==> src/rtl/distram_pkg.sv <==
// distram_pkg: constants shared by the distributed-RAM FIFO and its reader
package distram_pkg;
  localparam int DISTRAM_READ_LATENCY = 2;
endpackage

==> src/rtl/distram_fifo_reader_if.sv <==
// distram_fifo_reader_if: FIFO read port plus downstream valid/ready stream
interface distram_fifo_reader_if #(
  parameter int DATA_WIDTH = 64
);
  logic                  fifo_re;
  logic                  fifo_empty;
  logic                  fifo_valid;
  logic [DATA_WIDTH-1:0] fifo_dout;
  logic                  m_valid;
  logic [DATA_WIDTH-1:0] m_data;
  logic                  m_ready;
  modport master (
    output fifo_re, m_valid, m_data,
    input  fifo_empty, fifo_valid, fifo_dout, m_ready
  );
  modport slave (
    input  fifo_re, m_valid, m_data,
    output fifo_empty, fifo_valid, fifo_dout, m_ready
  );
endinterface

==> src/rtl/stream_reg_buf.sv <==
// stream_reg_buf: small register FIFO with simultaneous write/pop when full
module stream_reg_buf #(
  parameter int DATA_WIDTH = 64,
  parameter int BUF_DEPTH  = 4
) (
  input  logic                        clk,
  input  logic                        reset_n,
  input  logic                        wr,
  input  logic [DATA_WIDTH-1:0]       din,
  input  logic                        rd,
  output logic [DATA_WIDTH-1:0]       dout,
  output logic [$clog2(BUF_DEPTH):0]  occ,
  output logic                        full,
  output logic                        empty
);
  localparam int AW = $clog2(BUF_DEPTH);
  localparam int OW = AW + 1;
  logic [DATA_WIDTH-1:0] mem [BUF_DEPTH];
  logic [AW-1:0] wp, rp;
  logic do_rd, do_wr;
  assign empty = occ == '0;
  assign full  = occ == OW'(BUF_DEPTH);
  assign do_rd = rd & ~empty;
  assign do_wr = wr & (~full | do_rd);
  assign dout  = mem[rp];
  always_ff @(posedge clk)
    if (!reset_n) begin
      wp  <= '0;
      rp  <= '0;
      occ <= '0;
      for (int i = 0; i < BUF_DEPTH; i++) mem[i] <= '0;
    end else begin
      if (do_wr) mem[wp] <= din;
      wp  <= wp + AW'(do_wr);
      rp  <= rp + AW'(do_rd);
      occ <= occ + OW'(do_wr) - OW'(do_rd);
    end
endmodule

==> src/rtl/distram_fifo_reader.sv <==
// distram_fifo_reader: credit-based FIFO read adapter to a valid/ready stream
module distram_fifo_reader
  import distram_pkg::*;
#(
  parameter int DATA_WIDTH   = 64,
  parameter int READ_LATENCY = DISTRAM_READ_LATENCY,
  parameter int BUF_DEPTH    = 4
) (
  input  logic                  clk,
  input  logic                  reset_n,
  input  logic                  enable,
  distram_fifo_reader_if.master bus,
  output logic                  busy,
  output logic [31:0]           words_out,
  output logic                  protocol_err
);
  localparam int UW = $clog2(BUF_DEPTH) + 1;
  localparam int IW = $clog2(READ_LATENCY + 1);
  localparam logic [UW-1:0] DEPTH = UW'(BUF_DEPTH);
  logic [UW-1:0] used, occ;
  logic [IW-1:0] inflight;
  logic empty_q, full, buf_empty, pop;
  // used reserves a buffer slot per issued read, so a returning word always fits
  assign bus.fifo_re = reset_n & enable & ~bus.fifo_empty & ~empty_q & (used < DEPTH);
  assign bus.m_valid = occ != '0;
  assign pop         = bus.m_valid & bus.m_ready;
  assign busy        = (used != '0) | ~buf_empty;
  stream_reg_buf #(.DATA_WIDTH(DATA_WIDTH), .BUF_DEPTH(BUF_DEPTH)) u_buf (
    .clk     (clk),
    .reset_n (reset_n),
    .wr      (bus.fifo_valid),
    .din     (bus.fifo_dout),
    .rd      (pop),
    .dout    (bus.m_data),
    .occ     (occ),
    .full    (full),
    .empty   (buf_empty)
  );
  always_ff @(posedge clk)
    if (!reset_n) begin
      empty_q      <= 1'b1;
      used         <= '0;
      inflight     <= '0;
      words_out    <= '0;
      protocol_err <= 1'b0;
    end else begin
      empty_q      <= bus.fifo_empty;
      used         <= (pop & ~bus.fifo_re & used == '0) ? used : used + UW'(bus.fifo_re) - UW'(pop);
      inflight     <= inflight + IW'(bus.fifo_re) - IW'(bus.fifo_valid & inflight != '0);
      words_out    <= words_out + 32'(pop);
      protocol_err <= protocol_err | (bus.fifo_valid & (inflight == '0 | (full & ~pop)));
    end
endmodule

==> src/flat_wrapper.sv <==
// flat-port wrapper written by rule: the top's interface ports become plain ports
module distram_fifo_reader_flat import distram_pkg::*;
#(
  parameter int DATA_WIDTH   = 64,
  parameter int READ_LATENCY = DISTRAM_READ_LATENCY,
  parameter int BUF_DEPTH    = 4
)
  (clk, reset_n, enable, busy, words_out, protocol_err, bus_fifo_re, bus_m_valid, bus_m_data, bus_fifo_empty, bus_fifo_valid, bus_fifo_dout, bus_m_ready);
  distram_fifo_reader_if #(.DATA_WIDTH(DATA_WIDTH)) bus_i ();
  input  logic clk;
  input  logic reset_n;
  input  logic enable;
  output logic busy;
  output logic [31:0] words_out;
  output logic protocol_err;
  output wire logic [$bits(bus_i.fifo_re)-1:0] bus_fifo_re;
  output wire logic [$bits(bus_i.m_valid)-1:0] bus_m_valid;
  output wire logic [$bits(bus_i.m_data)-1:0] bus_m_data;
  input wire logic [$bits(bus_i.fifo_empty)-1:0] bus_fifo_empty;
  input wire logic [$bits(bus_i.fifo_valid)-1:0] bus_fifo_valid;
  input wire logic [$bits(bus_i.fifo_dout)-1:0] bus_fifo_dout;
  input wire logic [$bits(bus_i.m_ready)-1:0] bus_m_ready;
  assign bus_fifo_re = bus_i.fifo_re;
  assign bus_m_valid = bus_i.m_valid;
  assign bus_m_data = bus_i.m_data;
  assign bus_i.fifo_empty = bus_fifo_empty;
  assign bus_i.fifo_valid = bus_fifo_valid;
  assign bus_i.fifo_dout = bus_fifo_dout;
  assign bus_i.m_ready = bus_m_ready;
  distram_fifo_reader #(.DATA_WIDTH(DATA_WIDTH), .READ_LATENCY(READ_LATENCY), .BUF_DEPTH(BUF_DEPTH)) u_core (.clk(clk), .reset_n(reset_n), .enable(enable), .bus(bus_i), .busy(busy), .words_out(words_out), .protocol_err(protocol_err));
endmodule
==> config.mk <==
export PLATFORM = sky130hd
export DESIGN_NAME = distram_fifo_reader_flat
export DESIGN_NICKNAME = d
export VERILOG_FILES = /design/src/rtl/distram_pkg.sv /design/src/rtl/distram_fifo_reader_if.sv /design/src/rtl/stream_reg_buf.sv /design/src/rtl/distram_fifo_reader.sv /design/src/flat_wrapper.sv
export SDC_FILE = /design/constraint.sdc
export NUM_CORES = 1
export LEC_CHECK = 0
export ABC_AREA = 1
export CAP_MARGIN = 20
export CELL_PAD_IN_SITES_DETAIL_PLACEMENT = 1
export CELL_PAD_IN_SITES_GLOBAL_PLACEMENT = 1
export CORE_MARGIN = 10
export CORE_UTILIZATION = 45
export CTS_BUF_LIST = sky130_fd_sc_hd__clkbuf_2 sky130_fd_sc_hd__clkbuf_4 sky130_fd_sc_hd__clkbuf_8
export DETAILED_ROUTE_END_ITERATION = 6
export PLACE_DENSITY_LB_ADDON = 0.12
export SYNTH_ARGS = -nofsm -noshare
export SYNTH_HDL_FRONTEND = slang
export SYNTH_SLANG_ARGS = --single-unit
==> constraint.sdc <==
create_clock -name clk -period 8 [get_ports clk]
set_input_delay 0.8 -clock clk [delete_from_list [all_inputs] [get_ports clk]]
set_output_delay 0.8 -clock clk [all_outputs]
set_load 0.005 [all_outputs]
**Yosys cells after proc, flatten, opt, wreduce, memory -nomap -nowiden**

Memory sizes are Yosys's and may differ from the RTL's. A register that Yosys moved wholly into a read port is not among the register bits.
Index checks and enable logic that the tools add are counted.

- Order comparisons: 1
- Reduce and logical (&&, ||, !) cells: 7
- Multiplexer cells: 8
- Bitwise logic cells: 22
- Equality and inequality tests: 1
- Add/sub/neg operators: 9

Operator list:

| operator | number |
|---|---|
| $mux 64 | 1 |
| $reduce_or 64->1 | 1 |
| $add 32x1->32 | 1 |
| $and 1x1->1 | 12 |
| $add 2x1->2 | 3 |
| $add 3x1->3 | 2 |
| $logic_not 3->1 | 2 |
| $not 1->1 | 6 |
| $reduce_bool 3->1 | 2 |
| $sub 3x1->3 | 2 |
| $mux 1 | 5 |
| $mux 2 | 2 |
| $or 1x1->1 | 4 |
| $eq 3x3->1 const B | 1 |
| $lt 3x3->1 const B | 1 |
| $logic_not 2->1 | 1 |
| $reduce_bool 2->1 | 1 |
| $sub 2x2->2 | 1 |

- Memories: 1
- Bits in registers: 46
- Bits in writable memories: 256
- Output and inout port bits: 100

Memory list:

| name | depth | width | rd ports | clocked after memory_dff | wr ports | RTL line | RTL |
|---|---|---|---|---|---|---|---|
| u_core.u_buf.mem | 4 | 64 | 1 | 1 | 4 | stream_reg_buf.sv:18 | `logic [DATA_WIDTH-1:0] mem [BUF_DEPTH];` |

**Longest topological paths before layout**

- Depth in word-level cells: 10
- Depth in mapped cells: 13

**Cells and area by module**

A second synthesis with hierarchy kept.

- Cells, all modules: 1342
- Area, all modules: 14425.1 µm²

Modules (own cells, without submodules):

| module | area each (µm²) | cells an instance | times used |
|---|---|---|---|
| stream_reg_buf | 12325.6 | 1037 | 1 |
| distram_fifo_reader | 2099.5 | 305 | 1 |

**Worst setup path before layout**

Ideal clock, no wire load.

- Path type: input to register
- Start point: in bus_m_ready
- End point: mem u_core.u_buf.mem[3][0], enable pin
- Library setup time: 574 ps
- Setup slack: 1927 ps
- Stages: 4
- Data required time: 7426 ps
- Data arrival time: 5499 ps
- Path through: inv_1 > nand3_2 > nand2_2 > o21ai_0

RTL lines:

| what | RTL line | RTL |
|---|---|---|
| start: declaration | flat_wrapper.sv:22 | `input wire logic [$bits(bus_i.m_ready)-1:0] bus_m_ready;` |
| end: declaration | stream_reg_buf.sv:18 |  |

==> reports/results.ini <==
[clock_tree]
cts_tree=done
cts_buffer_depth=3
clkSlewWorstSetupHoldPaths_ns=0.06
numCtsBuffers=51
clk_latency_ns=0.58
cts_sinks=302
cts.htree.levels=2
root_buffer=clkbuf_8
post-cts-setup-buffers=0
ctsResizeCount=0
cts-hold-fix-buffers=0

[place]
portBuffers=169
place.gp.congestion=0.8018
place_hpwl_um=22800
dp_cells=1840
place_ws_ns=4.210

[synth]
yosys_warnings=0
ys_ff_latch=302
netlist_area_mm2=0.01328
yosysTopAreaCell=edfxtp_1
synth_area_leaders=edfxtp_1 (58%), nor2_1 (13%), dfxtp_1 (6.9%), o21ai_0 (5.3%), inv_1 (3.4%)
syn_nets=1432
seq_area_frac_synth_pct=64.83
syn_inst=1350
synth_top_cell_area_share_pct=57.90
ys_types=28
avgSynthCellArea_um2=9.835

[drt]
drt_pass1_iterations=5
drc_errors=0
drtIter0Drc=720
wl_um=37890
via_count=10190
detail-route-antenna-nets=0
wl_per_cell_um=19.63
viasPerCell=5.282

[floorplan]
core_mm2=0.02894
num_io_pins=170
die_x_um=191.8
die_area_mm2=0.03678
start_util_pct=45.89
die_h_um=191.8
rows=62

[layout]
stdcell_count=1930
areaGrowthSynthToFinish_pct=21.82
fill_cells=3292
layout.nets=1591
diodes=0
layout-drive-gt1-share_pct=7.050

[timing]
drv_slew=0
period_share_pct=54.84
hold_violations=0
min_period_ns=4.387
finalWorstSetupSlack_ns=3.613
fin_setup_tns_ns=0
fin_skew_ns=0.02354
fmax_mhz=227.9
relSlewSlack_pct=28.23
rsz0062_at_grt=false
setup_viol=0
holdWs_ns=0.4934
tightest_slew_ns=1.076

[setup_path]
cp.required_ns=7.20
start_kind=register
path_max_fanout=82
worstSetupPathType=reg2out
cp.arrival_ns=3.59
crit_path_end_kind=primary output

[pwr]
cellPowerDensity_mw_per_mm2=281.3
irDropWorstVdd_mv=0.1469
leakagePower_nw=6.244

[run_status]
status=complete, no violations

[global_routing]
grt_max_degree=85
grtUsageTotal_pct=20.45
grt_pass1_wl_um=59740
grt_overflow_total=0
antenna_found_initial=0
grt_pass1_vias=11120

[worst_hold_path]
hold_class=reg2reg

[job]
drv_cap=0

[where the power goes]
group          switching, mW  leakage [nW]  internal, mW  total, mW
Clock                  0.624         0.531         0.746       1.37
Sequential            0.0789          3.03          1.86       1.94
Combinational          0.683          2.68         0.557       1.24
Total                   1.39          6.24          3.16       4.55
[layer usage]
layer | track usage, % | wire length [um] | up-vias
li1 | - | - | 4824
met1 | 25.14 | 16110 | 5049
met2 | 35.81 | 18980 | 270
met3 | 4.026 | 2133 | 51
met4 | 5.649 | 662 | 0
met5 | 0 | 0 | -
[cell usage in the layout (no fill, tap or decap), drive strengths merged]
cell type	synthesis	routed
or2	2	2
clkbuf	39	65
clkinvlp	0	1
fa	2	2
o21a	2	2
nor4	1	1
edfxtp	256	256
clkdlybuf4s50	0	169
a21oi	29	29
bufinv	0	2
clkinv	0	22
ha	10	10
nand4	7	7
nor3	2	2
xnor2	5	5
inv	124	124
buf	35	11
nand2	109	109
nand3	15	15
dfxtp	46	46
xor2	3	3
nor2	459	459
o21ai	140	140
o22ai	64	64
[sequential cells by signal, summed over array words and instances (netlist names)]
register             count
u_core.u_buf.mem       256
u_core.words_out        32
u_core.u_buf.occ         3
u_core.used              3
u_core.inflight          2
u_core.u_buf.rp          2
u_core.u_buf.wp          2
u_core.empty_q           1
u_core.protocol_err      1
[synthesized netlist by cell type]
master / n
or2_2: 2
xnor2_1: 5
inv_1: 122
nor2_4: 1
dfxtp_1: 46
buf_2: 17
fa_1: 2
nand3_1: 14
ha_1: 10
clkbuf_1: 39
buf_4: 5
o21a_1: 2
edfxtp_1: 256
nor2_1: 456
o21ai_0: 140
nand2_2: 1
nor4_1: 1
o22ai_1: 64
buf_1: 1
a21oi_1: 29
nand4_1: 7
nand3_2: 1
nor3_1: 2
xor2_1: 3
nand2_1: 108
buf_6: 12
nor2_2: 2
inv_2: 2
[area by class of cell]
cell class	count	area [um^2]	share of cell area [%]
clock inverter	25	171.4	1.060
inverter	124	466.7	2.885
tap	384	480.5	2.970
multi-input combinational	850	3837	23.72
clock buffer	65	832.0	5.144
timing repair buffer	180	1774	10.97
sequential	302	8613	53.25
[through the flow]
| stage | instance area, um^2 | util, % | power (mW) |
|---|---|---|---|
| after floorplan | 13280 | - | 2.562 |
| after global placement | 15170 | 52.43 | 3.193 |
| after detailed placement | 15170 | 52.43 | 3.230 |
| after CTS | 16180 | 55.90 | 4.607 |
| after global routing | 16180 | 55.90 | 4.798 |
| final | 16180 | 55.90 | 4.550 |
[worst paths after layout]
path                                                 to  cells after the start                 from  slack, ns
worst max-delay path                      bus_m_data[1]                      5   u_core.u_buf.rp[0]       3.61
worst min-delay path                 u_core.inflight[1]                      2   u_core.inflight[1]       0.49
worst max register to register  u_core.u_buf.mem[0][36]                      9  u_core.u_buf.occ[1]       4.99
worst min register to register       u_core.inflight[1]                      2   u_core.inflight[1]       0.49
[kinds of logic (layout without fill, tap and decap cells)]
| logic type | after synthesis | count (layout) | synth area share [%] |
|---|---|---|---|
| AND/OR/NAND/NOR | 595 | 595 | 17.32 |
| flip-flops | 302 | 302 | 64.83 |
| AO/OA/AOI/OAI | 235 | 235 | 9.499 |
| buffers and inverters | 198 | 394 | 6.577 |
| adder cells (fa/ha/maj) | 12 | 12 | 1.244 |
| XOR/XNOR | 8 | 8 | 0.5277 |
[worst max-delay path, cell delays in order (launching register included)]
cell             delay [ns]
dfxtp_4                0.69
clkinv_2               0.65
buf_4                  0.60
o21ai_0                0.34
o22ai_1                0.17
clkdlybuf4s50_1        0.48
No activity file was read; power rests on OpenSTA's default activity.
